File: config.mk
export PLATFORM = sky130hd
export DESIGN_NAME = instr_fetch_flat
export DESIGN_NICKNAME = d
export VERILOG_FILES = /design/src/rtl/instr_fetch_if.sv /design/src/rtl/instr_fetch.sv /design/src/flat_wrapper.sv
export SDC_FILE = /design/constraint.sdc
export NUM_CORES = 1
export LEC_CHECK = 0
export ABC_CLOCK_PERIOD_IN_PS = 5480
export CELL_PAD_IN_SITES_DETAIL_PLACEMENT = 1
export CELL_PAD_IN_SITES_GLOBAL_PLACEMENT = 2
export CORE_AREA = 2 2 148 121
export DETAILED_ROUTE_END_ITERATION = 6
export DIE_AREA = 0 0 150 123
export PLACE_DENSITY_LB_ADDON = 0.05
export SLEW_MARGIN = 20
export SYNTH_ARGS = -nofsm -noshare
export SYNTH_HDL_FRONTEND = slang
export SYNTH_SLANG_ARGS = --single-unit
File: constraint.sdc
create_clock -name clk -period 5.48 [get_ports clk]
set_input_delay 0.548 -clock clk [delete_from_list [all_inputs] [get_ports clk]]
set_output_delay 0.548 -clock clk [all_outputs]
set_load 0.005 [all_outputs]
File: src/rtl/instr_fetch_if.sv
// Instruction-fetch bundle between the fetch unit, the instruction memory
// and the decode/control path.
//   master : the fetch unit (drives memory request and decoded-side outputs)
//   slave  : the surrounding system (memory response, decode handshake,
//            control-path redirect)
interface instr_fetch_if;
  logic        imem_req;
  logic [31:0] imem_addr;
  logic        imem_ready;
  logic [31:0] imem_rdata;
  logic        instr_valid;
  logic [31:0] instr;
  logic [31:0] instr_pc;
  logic        instr_ready;
  logic        redirect;
  logic [31:0] redirect_target;
  logic        misalign_err;

  modport master (
    output imem_req, imem_addr, instr_valid, instr, instr_pc, misalign_err,
    input  imem_ready, imem_rdata, instr_ready, redirect, redirect_target
  );

  modport slave (
    input  imem_req, imem_addr, instr_valid, instr, instr_pc, misalign_err,
    output imem_ready, imem_rdata, instr_ready, redirect, redirect_target
  );
endinterface

File: src/rtl/instr_fetch.sv
// Instruction fetch unit: requests one word at pc, holds it for the decode
// stage until consumed, then fetches pc+4. Taken branches/jumps redirect the
// fetch address; a misaligned redirect target locks the unit in ERR until
// reset.
// Ports:
//   clk  - clock, rising edge
//   rst  - asynchronous active-high reset
//   bus  - instr_fetch_if.master: imem_req/imem_addr/imem_ready/imem_rdata,
//          instr_valid/instr/instr_pc/instr_ready, redirect/redirect_target,
//          misalign_err
module instr_fetch #(
  parameter logic [31:0] RESET_PC  = 32'h0000_0000,
  parameter logic [31:0] NOP_INSTR = 32'h0000_0013
) (
  input  logic          clk,
  input  logic          rst,
  instr_fetch_if.master bus
);

  typedef enum logic [1:0] {FETCH, HOLD, ERR} state_t;

  state_t      state_q;
  logic [31:0] pc_q;
  logic [31:0] instr_q;
  logic [31:0] instr_pc_q;
  logic        imem_req_q;
  logic        instr_valid_q;
  logic        misalign_err_q;

  logic [31:0] pc_d;
  logic        redir_aligned_d;

  // Sequential pc wraps modulo 2^32 by plain 32-bit addition.
  assign pc_d            = pc_q + 32'd4;
  assign redir_aligned_d = (bus.redirect_target[1:0] == 2'b00);

  always_ff @(posedge clk or posedge rst) begin
    if (rst) begin
      state_q        <= FETCH;
      pc_q           <= RESET_PC;
      instr_q        <= NOP_INSTR;
      instr_pc_q     <= 32'h0;
      imem_req_q     <= 1'b0;
      instr_valid_q  <= 1'b0;
      misalign_err_q <= 1'b0;
    end else if (state_q != ERR && bus.redirect) begin
      // Redirect outranks both handshakes; any word returned now is dropped.
      instr_valid_q <= 1'b0;
      instr_q       <= NOP_INSTR;
      if (redir_aligned_d) begin
        pc_q       <= bus.redirect_target;
        imem_req_q <= 1'b1;
        state_q    <= FETCH;
      end else begin
        misalign_err_q <= 1'b1;
        imem_req_q     <= 1'b0;
        state_q        <= ERR;
      end
    end else begin
      case (state_q)
        FETCH: begin
          // imem_req is low only on the first cycle out of reset; a response
          // is taken only once the request is actually on the bus.
          if (imem_req_q && bus.imem_ready) begin
            instr_q       <= bus.imem_rdata;
            instr_pc_q    <= pc_q;
            instr_valid_q <= 1'b1;
            pc_q          <= pc_d;
            imem_req_q    <= 1'b0;
            state_q       <= HOLD;
          end else begin
            imem_req_q <= 1'b1;
          end
        end
        HOLD: begin
          if (bus.instr_ready) begin
            instr_valid_q <= 1'b0;
            instr_q       <= NOP_INSTR;
            imem_req_q    <= 1'b1;
            state_q       <= FETCH;
          end
        end
        default: begin
          // ERR is terminal until reset.
          imem_req_q    <= 1'b0;
          instr_valid_q <= 1'b0;
          state_q       <= ERR;
        end
      endcase
    end
  end

  assign bus.imem_req     = imem_req_q;
  assign bus.imem_addr    = {pc_q[31:2], 2'b00};
  assign bus.instr_valid  = instr_valid_q;
  assign bus.instr        = instr_q;
  assign bus.instr_pc     = instr_pc_q;
  assign bus.misalign_err = misalign_err_q;

endmodule

File: src/flat_wrapper.sv
// flat-port wrapper written by rule: the top's interface ports become plain ports
module instr_fetch_flat 
#(
  parameter logic [31:0] RESET_PC  = 32'h0000_0000,
  parameter logic [31:0] NOP_INSTR = 32'h0000_0013
)
  (clk, rst, bus_imem_req, bus_imem_addr, bus_instr_valid, bus_instr, bus_instr_pc, bus_misalign_err, bus_imem_ready, bus_imem_rdata, bus_instr_ready, bus_redirect, bus_redirect_target);
  instr_fetch_if bus_i ();
  input  logic clk;
  input  logic rst;
  output wire logic [$bits(bus_i.imem_req)-1:0] bus_imem_req;
  output wire logic [$bits(bus_i.imem_addr)-1:0] bus_imem_addr;
  output wire logic [$bits(bus_i.instr_valid)-1:0] bus_instr_valid;
  output wire logic [$bits(bus_i.instr)-1:0] bus_instr;
  output wire logic [$bits(bus_i.instr_pc)-1:0] bus_instr_pc;
  output wire logic [$bits(bus_i.misalign_err)-1:0] bus_misalign_err;
  input wire logic [$bits(bus_i.imem_ready)-1:0] bus_imem_ready;
  input wire logic [$bits(bus_i.imem_rdata)-1:0] bus_imem_rdata;
  input wire logic [$bits(bus_i.instr_ready)-1:0] bus_instr_ready;
  input wire logic [$bits(bus_i.redirect)-1:0] bus_redirect;
  input wire logic [$bits(bus_i.redirect_target)-1:0] bus_redirect_target;
  assign bus_imem_req = bus_i.imem_req;
  assign bus_imem_addr = bus_i.imem_addr;
  assign bus_instr_valid = bus_i.instr_valid;
  assign bus_instr = bus_i.instr;
  assign bus_instr_pc = bus_i.instr_pc;
  assign bus_misalign_err = bus_i.misalign_err;
  assign bus_i.imem_ready = bus_imem_ready;
  assign bus_i.imem_rdata = bus_imem_rdata;
  assign bus_i.instr_ready = bus_instr_ready;
  assign bus_i.redirect = bus_redirect;
  assign bus_i.redirect_target = bus_redirect_target;
  instr_fetch #(.RESET_PC(RESET_PC), .NOP_INSTR(NOP_INSTR)) u_core (.clk(clk), .rst(rst), .bus(bus_i));
endmodule
==> impl_metrics.tcl, run 1 <==
set metrics [dict create \
    status "finished, final reports clean" \
    grt_max_degree 74 \
    fill_cells 1996 \
    ant_nets 0 \
    routed_wl_mm 15.82 \
    worst-path-max-fanout 47 \
    port_buffers 165 \
    synth_cells 530 \
    rsz0062_at_grt "no" \
    max_freq_mhz 297.8 \
    hold_viol_final 0 \
    fin_worst_skew_ns 0.006210 \
    swShare 0.2447 \
    clk_latency_ns 0.35 \
    core-area_sq_um 17000 \
    nets 748 \
    top_layer_used "met5" \
    tightest_slew_ns 1.065 \
    met2_wirelength_mm 7.117 \
    dp_slack_ns 1.672 \
    power.internal_mw 1.315 \
    grt_antenna_before_repair 1 \
    die_area_sq_um 18450 \
    clockRootBuffer "clkbuf_16" \
    synth_ff_type "dfrtp_1" \
    crit_arrival_ns 3.62 \
    die_y_um 123 \
    drc 0 \
    clock_power_share 0.358 \
    endpoint_kind "register" \
    startpoint_type "input pin" \
    ys_seq_area_frac 0.5341 \
    critPathBufInv 1 \
    multi_input_area_sq_um 2017 \
    pin_count 168 \
    cts_sinks 100 \
    holdBufCountCts 0 \
    cp.required_ns 5.75 \
    crit_slowest_cell "nand2_1" \
    pwr-share-seq 0.491 \
    hold_class "register to register" \
    maxSlewViolCount 0 \
    cts-htree-levels 3 \
    ys_warn_count 0 \
    syn_avg_cell_area_sq_um 8.853 \
    wl_per_cell_um 17.44 \
    post_cts_buffers 0 \
    die_w_um 150 \
    async_reset_ff_frac 1.000 \
    grt_pass1_wl_mm 24.97 \
    drive_gt1_frac 0.06745 \
    final_cell_mix "169 x nand2_1, 165 x clkdlybuf4s50_1, 97 x dfrtp_1, 48 x nand3_1, 31 x a21oi_1" \
    initial_utilization 0.2760 \
    regArea_sq_um 2506 \
    synth_seq_cells 100 \
    setup_ws_ns 2.122 \
    cts-buffers-inserted 9 \
    synth_cell_type_count 55 \
    met1_length_mm 7.629 \
    routabilityCongestion 0.7271 \
    power_switching_uw 426.3 \
    ctsResizeCount 0 \
    grt_overflow 0 \
    vias_per_cell 4.852 \
    tns_ns 0 \
    clkTransAtPathRegs_ns 0.06 \
    period_share 0.6128 \
    ir_drop_v 0.0001372 \
    worstPathCellList "clkdlybuf4s50_1, or3_2, nand2_1, mux2_2, nor3_1" \
    dp_hpwl_mm 11.17 \
    power_density_nw_per_um2 254.9 \
    max_slew_margin 0.2881 \
    syn2layout_area_growth_pct 45.63 \
    cts_buffer_depth 2 \
    firstDrtPassIters 6 \
    comb_power_share 0.152 \
    grt_pass1_vias 4562 \
    cellLeakagePower_nw 3.048 \
    critPathKind "input pin to register" \
    slowest_delay_ns 0.89 \
    maxCapViolCount 0 \
    fin_crit_ns 3.358 \
    wl_met3_um 946 \
    drt-initial-drc-count 127 \
    synth_edf_count 0 \
    grt.total_usage 0.1755 \
    rows 43 \
    antennaDiodeCount 0 \
    cts_tree "yes" \
    netlist_area_sq_um 4692 \
    final_common_cell "nand2_1" \
    setup_viol 0 \
    vias 4401 \
    crit_family "simple AND/OR/NAND/NOR gates" \
]
tightest hold or removal path: stages (launching register included):
cell     delay [ns]
dfrtp_1        0.34
nand2_1        0.05
nand2_1        0.05
through the flow:
step                total power [mW]  cell area [sq um]  cells  hold slack (ns)    util
floorplan                     0.9317               4696    531           0.4304       -
global placement               1.132               6536    892           0.4486  0.3845
detailed placement             1.139               6545    892           0.4488  0.3850
CTS                            1.778               6833    907           0.4678  0.4019
global route                   1.831               6833    907           0.4915  0.4019
finish                         1.742               6833    907           0.4654  0.4019
worst paths after layout:
path	startpoint	to	slack (ns)	cells past startpoint
max	bus_redirect	u_core.pc_q[23]	2.12	5
min	u_core.bus.instr[6]	u_core.bus.instr[6]	0.47	2
max reg2reg	u_core.state_q[0]	u_core.pc_q[23]	2.29	5
min reg2reg	u_core.bus.instr[6]	u_core.bus.instr[6]	0.47	2
max in group asynchronous	rst	u_core.pc_q[25]	3.74	3
min in group asynchronous	rst	u_core.bus.instr_pc[15]	0.77	2
cells in the mapped netlist (2+ instances only):
cell type | n | share of area
nand3b_1 | 2 | 0.0032
o21ai_0 | 8 | 0.0085
nand4_4 | 2 | 0.0091
nor4_4 | 2 | 0.0091
dfstp_2 | 3 | 0.017
nor3_1 | 4 | 0.0043
nor3_4 | 2 | 0.0069
nand4_2 | 2 | 0.0053
o21ai_1 | 9 | 0.0096
nand4_1 | 2 | 0.0027
a311oi_1 | 4 | 0.0075
a31oi_1 | 9 | 0.012
nand2b_1 | 2 | 0.0027
o311ai_1 | 3 | 0.0056
nand2_1 | 169 | 0.14
clkbuf_1 | 22 | 0.018
inv_1 | 9 | 0.0072
mux2i_1 | 3 | 0.0064
and2_1 | 4 | 0.0053
dfrtp_1 | 97 | 0.52
a41oi_1 | 3 | 0.0056
nor4_2 | 2 | 0.0053
or3_1 | 3 | 0.0040
nor2_1 | 29 | 0.023
a21oi_1 | 31 | 0.033
nand3_1 | 48 | 0.051
o22a_1 | 7 | 0.013
or4_1 | 3 | 0.0048
buf_4 | 4 | 0.0064
and3_1 | 3 | 0.0040
o22ai_1 | 7 | 0.0093
buf_2 | 9 | 0.0096
routing by layer:
layer	global-route usage	vias up
met2	0.2657	105
met3	0.05277	10
li1	-	2110
met1	0.2499	2174
met4	0.03479	2
met5	0	-
power groups by stage:
| stage | Clock, mW | Sequential (mW) | Combinational [mW] |
|---|---|---|---|
| floorplan | 0 | 0.862 | 0.0698 |
| global route | 0.675 | 0.864 | 0.293 |
| finish | 0.623 | 0.855 | 0.264 |
| global placement | 0 | 0.867 | 0.264 |
| CTS | 0.651 | 0.856 | 0.270 |
| detailed placement | 0 | 0.870 | 0.269 |
area by class of cell:
cell class              count  share of cell area
inverters                  11            0.006409
repair buffers            171              0.2483
clock buffers              12             0.03900
well taps                 225             0.04120
clock inverters             3            0.003113
flip-flops and latches    100              0.3668
multi-input cells         385              0.2952
flip-flops by register name, summed over array words and instances (netlist names):
signal,flops
u_core.bus.instr_pc,32
u_core.pc_q,32
u_core.bus.misalign_err,1
u_core.bus.instr,32
u_core.bus.imem_req,1
u_core.state_q,2
cells by family (layout without fill, tap and decap cells):
kind of cell | Yosys count | count (layout) | share of synthesized area
multiplexers | 4 | 4 | 0.008800
flip-flops | 100 | 100 | 0.5341
other | 1 | 2 | 0.0007992
AO/OA/AOI/OAI | 93 | 93 | 0.1264
adder cells (fa/ha/maj) | 1 | 1 | 0.002666
AND/OR/NAND/NOR | 285 | 285 | 0.2848
buffers and inverters | 46 | 197 | 0.04240
(Power assumes the default switching activity.)
==> inputs of run 2 (changes only) <==
ABC_CLOCK_PERIOD_IN_PS = 2860   (was 5480)
CORE_AREA = 2 2 163 133   (was 2 2 148 121)
DIE_AREA = 0 0 165 135   (was 0 0 150 123)
clock period = 2.86 ns   (was 5.48 ns; I/O delays follow)
==> run 2 against run 1 <==
Compared with the run above:
- sequential power up 92%
- clock power up 110%
- final area up 2.6%
- clock-buffer cell count unchanged
==> impl_metrics.tcl, run 2 (synthesis gave the netlist of run 1 again) <==
set metrics [dict create \
    max_slew_margin 0.5584 \
    drive_gt1_frac 0.08333 \
    cts_tree "yes" \
    reg2reg_slack_ns 0.54 \
    endpoint_kind "register" \
    antennaDiodeCount 0 \
    critPathKind "register to register" \
    tightest_slew_ns 0.6623 \
    cts-buffers-inserted 9 \
    syn2layout_area_growth_pct 49.47 \
    grt_pass1_wl_mm 27.05 \
    p_total_mw 3.434 \
    power_density_nw_per_um2 489.6 \
    cts_sinks 100 \
    nets 762 \
    rsz0062_at_grt "no" \
    ir_drop_v 0.0002215 \
    cts-htree-levels 3 \
    clkTransAtPathRegs_ns 0.07 \
    crit_arrival_ns 2.56 \
    place_area_sq_um 6710 \
    dp_slack_ns 0.3309 \
    vias_per_cell 4.617 \
    startpoint_type "register" \
    initial_utilization 0.2286 \
    drt-initial-drc-count 213 \
    clockRootBuffer "clkbuf_16" \
    grt.total_usage 0.1587 \
    cellLeakagePower_nw 3.132 \
    clk_latency_ns 0.36 \
    routed_wl_mm 17.02 \
    power_switching_uw 841.6 \
    comb_power_share 0.150 \
    swShare 0.2451 \
    ctsResizeCount 0 \
    cp.required_ns 3.10 \
    vias 4455 \
    rows 47 \
    drc 0 \
    fill_cells 2354 \
    final_util 0.3417 \
    firstDrtPassIters 4 \
    pwr-share-seq 0.476 \
    maxCapViolCount 0 \
    die_y_um 135 \
    port_buffers 165 \
    fin_crit_ns 2.323 \
    wl_per_cell_um 17.64 \
    grt_antenna_before_repair 0 \
    clock_power_share 0.374 \
    pin_count 168 \
    post_cts_buffers 0 \
    rr_startpoint "u_core.state_q[0]" \
    r2r_end "u_core.pc_q[11]" \
    startpoint "u_core.state_q[0]" \
    multi_input_area_sq_um 2008 \
    core-area_sq_um 20520 \
    hold_viol_final 0 \
    fin_worst_skew_ns 0.009825 \
    worst-path-max-fanout 20 \
    period_share 0.8123 \
    holdBufCountCts 0 \
    max_freq_mhz 430.4 \
    regArea_sq_um 2506 \
    die_w_um 165 \
    status "finished, final reports clean" \
    tns_ns 0 \
    final_common_cell "nand2_1" \
    reg2reg_depth 5 \
    setup_ws_ns 0.5367 \
    grt_overflow 0 \
    die_area_sq_um 22280 \
    power.internal_mw 2.592 \
    cts_buffer_depth 2 \
    final_cell_mix "169 x nand2_1, 165 x clkdlybuf4s50_1, 97 x dfrtp_1, 48 x nand3_1, 31 x a21oi_1" \
    routabilityCongestion 0.7030 \
    design_area_sq_um 7013 \
    crit_end "u_core.pc_q[11]" \
    hold_class "input pin to asynchronous set/reset pin" \
    dp_hpwl_mm 12.18 \
    grt_pass1_vias 4741 \
    maxSlewViolCount 0 \
    setup_viol 0 \
    grt_max_degree 101 \
    ant_nets 0 \
]
## run 2: changes by cell type in the layout (fill, tap and decap cells not counted)
| cell | before | now |
|---|---|---|
| buf_4 | 6 | 19 |
| buf_12 | 0 | 1 |
| bufinv_16 | 0 | 1 |
| clkbuf_1 | 0 | 1 |
| clkbuf_8 | 3 | 2 |
| clkinv_2 | 1 | 0 |
| clkinvlp_4 | 1 | 2 |
| inv_4 | 1 | 0 |
| o22a_1 | 6 | 7 |
| o22a_2 | 1 | 0 |
| o22ai_2 | 0 | 1 |
| o22ai_4 | 1 | 0 |
## run 2: power groups by stage
| stage | Sequential [mW] | Combinational, mW | Clock [mW] |
|---|---|---|---|
| floorplan | 1.65 | 0.134 | 0 |
| global placement | 1.66 | 0.521 | 0 |
| detailed placement | 1.67 | 0.529 | 0 |
| CTS | 1.64 | 0.530 | 1.35 |
| global route | 1.65 | 0.574 | 1.40 |
| finish | 1.64 | 0.516 | 1.28 |
## run 2: layer usage
metal  up-vias  part of all wire  track usage
li1       2134                 -            -
met1      2210              0.48       0.2184
met2       100              0.45       0.2500
met3        11             0.050      0.03993
met4         0             0.011      0.03865
met5         -                 0            0
## run 2: final cells by class
| type | count | area share |
|---|---|---|
| Sequential cell | 100 | 0.3574 |
| Multi-Input combinational cell | 385 | 0.2864 |
| Timing Repair Buffer | 185 | 0.2587 |
| Tap cell | 269 | 0.04799 |
| Clock buffer | 12 | 0.03657 |
| Clock inverter | 3 | 0.006601 |
| Inverter | 11 | 0.006423 |
## run 2: metrics by stage
step	hold WS [ns]	cells
6_report	0.3878	965
5_1_grt	0.4694	965
2_1_floorplan	0.3844	531
4_1_cts	0.4606	965
3_3_place_gp	0.4503	950
3_5_place_dp	0.4487	950
## run 2: worst max-delay path, stage by stage, from the launching register on
cell,delay (ns)
dfrtp_1,0.47
nand3b_1,0.26
or3_2,0.70
nand2_1,0.29
buf_4,0.26
o2bb2a_1,0.23
## run 2: worst min path at each step
stage	to	slack, ns	depth (start not counted)
after floorplan	u_core.bus.instr[0]	0.38	2
after global placement	u_core.bus.instr[11]	0.45	2
after detailed placement	u_core.bus.misalign_err	0.45	1
after CTS	u_core.bus.instr[31]	0.46	3
after global routing	u_core.bus.instr[4]	0.47	3
final	u_core.bus.instr[27]	0.39	3
==> RTL change 1: new RTL, config.mk and constraints of run 2 <==
`NOP_INSTR` is set to 32'h0000_0013 in 2 places; all go to 32'h00000009.
--- a/src/rtl/instr_fetch.sv
+++ b/src/rtl/instr_fetch.sv
@@ -11,5 +11,5 @@
 module instr_fetch #(
   parameter logic [31:0] RESET_PC  = 32'h0000_0000,
-  parameter logic [31:0] NOP_INSTR = 32'h0000_0013
+  parameter logic [31:0] NOP_INSTR = 32'h00000009
 ) (
   input  logic          clk,
--- a/src/flat_wrapper.sv
+++ b/src/flat_wrapper.sv
@@ -3,5 +3,5 @@
 #(
   parameter logic [31:0] RESET_PC  = 32'h0000_0000,
-  parameter logic [31:0] NOP_INSTR = 32'h0000_0013
+  parameter logic [31:0] NOP_INSTR = 32'h00000009
 )
   (clk, rst, bus_imem_req, bus_imem_addr, bus_instr_valid, bus_instr, bus_instr_pc, bus_misalign_err, bus_imem_ready, bus_imem_rdata, bus_instr_ready, bus_redirect, bus_redirect_target);
Check against the original RTL: not equivalent (a bounded check fails within 4 cycles, from zero or initial values and one cycle with rst high).
==> RTL change 1 against run 2 <==
- synthesized area is 0.88% lower
- sequential cell count stayed put
- setup slack worse by 0.071 ns
- wire length is 1.2% lower
- via count is 0.76% lower
- critical path depth is 1 higher
- total power is 2.4% higher
- design area is 0.59% lower
- highest routed layer unchanged
==> RTL change 1: results (changes against run 2) <==
{| class="wikitable"
! Metric !! Value
|-
| Result of the run || finished, final reports clean
|-
| Flip-flop cell with the highest count after synthesis || dfrtp_1
|-
| Overall global routing resource usage || 15.5% (-0.36 points)
|-
| Root buffer selected by CTS || clkbuf_16
|-
| Total length of routed wires || 16.8 mm (-1.2%)
|-
| Post-CTS Repair Setup Buffers || 0 (unchanged)
|-
| Number of clock buffers inserted by TritonCTS || 9 (unchanged)
|-
| Slew at the pin closest to its max-slew limit || 0.728 ns (+0.0656 ns)
|-
| Highest net fanout along the worst path || 6 (-70%)
|-
| First-pass GRT wire length || 26.4 mm (-2.4%)
|-
| VDD IR-drop max || 0.244 mV (+10%)
|-
| Gpl congestion || 0.695 (-1.1%)
|-
| Number of buffers added on ports || 165 (unchanged)
|-
| Detailed-route via count || 4421 (-0.76%)
|-
| Data arrival time of the critical path || 2.68 ns (+0.12 ns)
|-
| Number of inserted filler cells in the final layout || 2348 (-0.25%)
|-
| Setup slack at placement || 0.157 ns (-0.173 ns)
|-
| Count of unique library cells instantiated by Yosys || 53 (-3.6%)
|-
| Ranking of synthesized cells by instance count || nand2_1, dfrtp_1, nand3_1, a21oi_1, nor2_1
|-
| Total half-perimeter wirelength after legalization and detailed placement || 11.9 mm (-2.6%)
|-
| Number of global-route vias before repair || 4661 (-1.7%)
|-
| Path class of the lowest-slack min-delay path || input pin to async pin
|-
| Buffer depth of the longest clock path || 2 (unchanged)
|-
| Initial antenna violation count || 0 (unchanged)
|-
| Clock transition at path regs || 0.07 ns (about the same)
|-
| Insertion delay to the later sink of the worst-skew pair || 0.36 ns (about the same)
|-
| Post-CTS resize count || 0 (unchanged)
|-
| Ant. Diodes || 0 (unchanged)
|-
| Layout cells sized above 1 || 7.65% (-0.69 points)
|-
| P_int || 2.67 mW (+3.1%)
|-
| Static Leak || 3.10 nW (-1.1%)
|-
| Final layout net count || 759 (-0.39%)
|-
| First drt pass iteration count || 4 (unchanged)
|-
| H-tree depth || 3 (unchanged)
|-
| Cells taking the most area after synthesis || dfrtp_1, nand2_1, nand3_1
|-
| Clock tree skew after final layout || 0.00954 ns (-0.000286 ns)
|-
| Largest net degree at the start of global routing || 101 (unchanged)
|-
| Count of final hold-check violations || 0 (unchanged)
|-
| Sequential-to-total area share from yosys stat || 53.9% (+0.45 points)
|-
| First-iteration detailed-routing DRC count || 174 (-18%)
|-
| Synth Warn # || 0 (unchanged)
|-
| Share of flip-flops with an asynchronous set or reset || 100% (unchanged)
|-
| Post-placement cell area || 0.00665 mm2 (-0.95%)
|}
RTL change 1: cell types whose count changed after synthesis, moves of 3 or more:
cell             run 2  this run
nand2_1            169       173
o21ai_1              9         1
o311ai_1             3         0
nor2_1              29        26
o21ai_0              8        18
o311ai_0             0         3
clkbuf_1            22        16
buf_2                9        13
a31oi_1              9         6
RTL change 1: worst paths after layout:
check	start	end	slack, ns	cells past startpoint
worst max-delay path	u_core.pc_q[3]	u_core.pc_q[30]	0.47	6
worst min register to register	u_core.bus.misalign_err	u_core.bus.misalign_err	0.46	1
worst max register to register	u_core.pc_q[3]	u_core.pc_q[30]	0.47	6
max in group asynchronous	rst	u_core.bus.instr_pc[9]	1.97	3
min in group clk	u_core.bus.misalign_err	u_core.bus.misalign_err	0.46	1
worst min-delay path	rst	u_core.bus.instr[23]	0.42	3
RTL change 1: area by class of cell:
class                      count  area (um2)  area share (%)
inverter                       8        33.8           0.485
clock inverter                 4        72.6            1.04
timing repair buffer         182        1790            25.7
tap                          269         337            4.83
multi-input combinational    388        1980            28.4
clock buffer                  11         253            3.63
sequential                   100        2500            35.9
RTL change 1: cells by family (layout without fill, tap and decap cells):
group | count (synthesis) | in the layout | synth area share [%]
buf+inv | 43 | 205 | 4.14
compound gates | 92 | 92 | 12.6
other cells | 1 | 2 | 0.0806
simple gates | 289 | 289 | 28.2
fa+ha+maj | 1 | 1 | 0.269
mux | 4 | 4 | 0.888
flops | 100 | 100 | 53.9
RTL change 1: per-layer routing:
layer  wire, um  vias up  track usage, %
met1       8310     2183            22.1
met3        881       12            3.72
met2       7460       93            23.6
met4        174        0            4.01
met5          0        -               0
li1           -     2133               -
RTL change 1: power groups by stage:
stage          sequential (mW)  combinational, mW  clock (mW)
3_5_place_dp              1.66              0.522           0
2_1_floorplan             1.65              0.130           0
6_report                  1.63              0.509        1.37
4_1_cts                   1.64              0.524        1.43
5_1_grt                   1.65              0.564        1.48
3_3_place_gp              1.66              0.512           0
RTL change 1: worst max-delay path: stages, from the launching register on:
cell and delay (ns):
dfrtp_1 0.46, ha_1 0.24, nand3_1 0.21, nor4_1 0.46
nand3_1 0.30, or4_1 0.56, nand3_1 0.09
RTL change 1: per-stage QoR:
step,cells,utilization [%]
finish,962,34.0
global route,962,34.0
CTS,962,34.0
detailed placement,947,32.4
global placement,947,32.4
floorplan,531,-
==> RTL change 2: new RTL, flow settings as in run 2 <==
Made on the original files. Encoding of `state_t`: now one-hot (3 bits for 3 states).
--- a/src/rtl/instr_fetch.sv
+++ b/src/rtl/instr_fetch.sv
@@ -18,5 +18,5 @@
 );
 
-  typedef enum logic [1:0] {FETCH, HOLD, ERR} state_t;
+  typedef enum logic [2:0] {FETCH = 3'b001, HOLD = 3'b010, ERR = 3'b100} state_t;
 
   state_t      state_q;
Behaviour: same outputs for any inputs over 4 cycles, from zero or initial values and one cycle with rst high; so few cycles prove little.
==> RTL change 2 against run 2 <==
- sequential cell count up 2
- setup slack better by 0.11 ns
- total power down 5.6%
- global-route usage up 0.44 points
- synthesized area up 2.6%
- design area up 1.1%
- wire length up 2.9%
- fmax up 4.8%
- critical endpoint is now u_core.pc_q[30]
- largest power group unchanged
==> RTL change 2: results (changes against run 2) <==
{| class="wikitable"
! Metric !! Value
|-
| Gpl congestion || 0.750 (+6.7%)
|-
| Met3 Use GR || 3.65% (-0.34 points)
|-
| Overall global routing resource usage || 16.3% (+0.44 points)
|-
| Wire length on met1 || 8.36 mm (+1.3%)
|-
| Result of the run || finished, final reports clean
|-
| Setup slack at placement || 0.574 ns (+0.243 ns)
|-
| Crit path to || u_core.pc_q[30]
|-
| Post-synthesis compound-gate area fraction || 13.4% (+0.75 points)
|-
| Total length of routed wires || 17.5 mm (+2.9%)
|-
| Ranking of synthesized cells by instance count || nand2_1, dfrtp_1, nand3_1, a21oi_1, clkbuf_1
|-
| Number of inserted filler cells in the final layout || 2347 (-0.30%)
|-
| Data arrival time of the critical path || 2.41 ns (-0.15 ns)
|-
| Highest Clock Rate || 451 MHz (+4.8%)
|-
| Static Leak || 3.11 nW (-0.63%)
|-
| Number of global-route vias before repair || 4811 (+1.5%)
|-
| Switching Share || 24.7% (+0.21 points)
|-
| Met2 demand-to-capacity share in global routing || 24.7% (-0.25 points)
|-
| Total half-perimeter wirelength after legalization and detailed placement || 12.3 mm (+1.1%)
|-
| Worst hold slack after final layout || 0.408 ns (+0.0198 ns)
|-
| Origin of the critical flop-to-flop path || u_core.pc_q[11]
|-
| First-iteration detailed-routing DRC count || 272 (+28%)
|-
| Worst-case headroom to the max-slew limit || 61.8% (+5.9 points)
|-
| Number of placed instances, taps included || 971 (+2.2%)
|-
| Final routed wire length divided by cell count || 17.8 um (+0.64%)
|-
| Layout cells sized above 1 || 6.82% (-1.5 points)
|}
[RTL change 2: cell count changes in the layout (fill, tap and decap cells not counted), moves of 4 or more]
| cell | run 2 | this run |
|---|---|---|
| nand2_1 | 169 | 179 |
| nand4_1 | 2 | 11 |
| o21ai_1 | 9 | 0 |
| nand3_1 | 48 | 56 |
| o21ai_0 | 8 | 15 |
| a2bb2oi_1 | 1 | 7 |
| buf_4 | 19 | 13 |
| nor2b_1 | 0 | 5 |
| a311oi_1 | 4 | 0 |
| a31oi_1 | 9 | 5 |
| o22ai_1 | 6 | 10 |
[RTL change 2: layout make-up]
class / instances / area (um2) / area share, %
Clock inverter: 5 / 35.0 / 0.494
Clock buffer: 11 / 243 / 3.43
Timing Repair Buffer: 181 / 1810 / 25.5
Sequential cell: 102 / 2560 / 36.1
Multi-Input combinational cell: 412 / 2080 / 29.3
Tap cell: 269 / 337 / 4.75
Inverter: 7 / 30.0 / 0.424
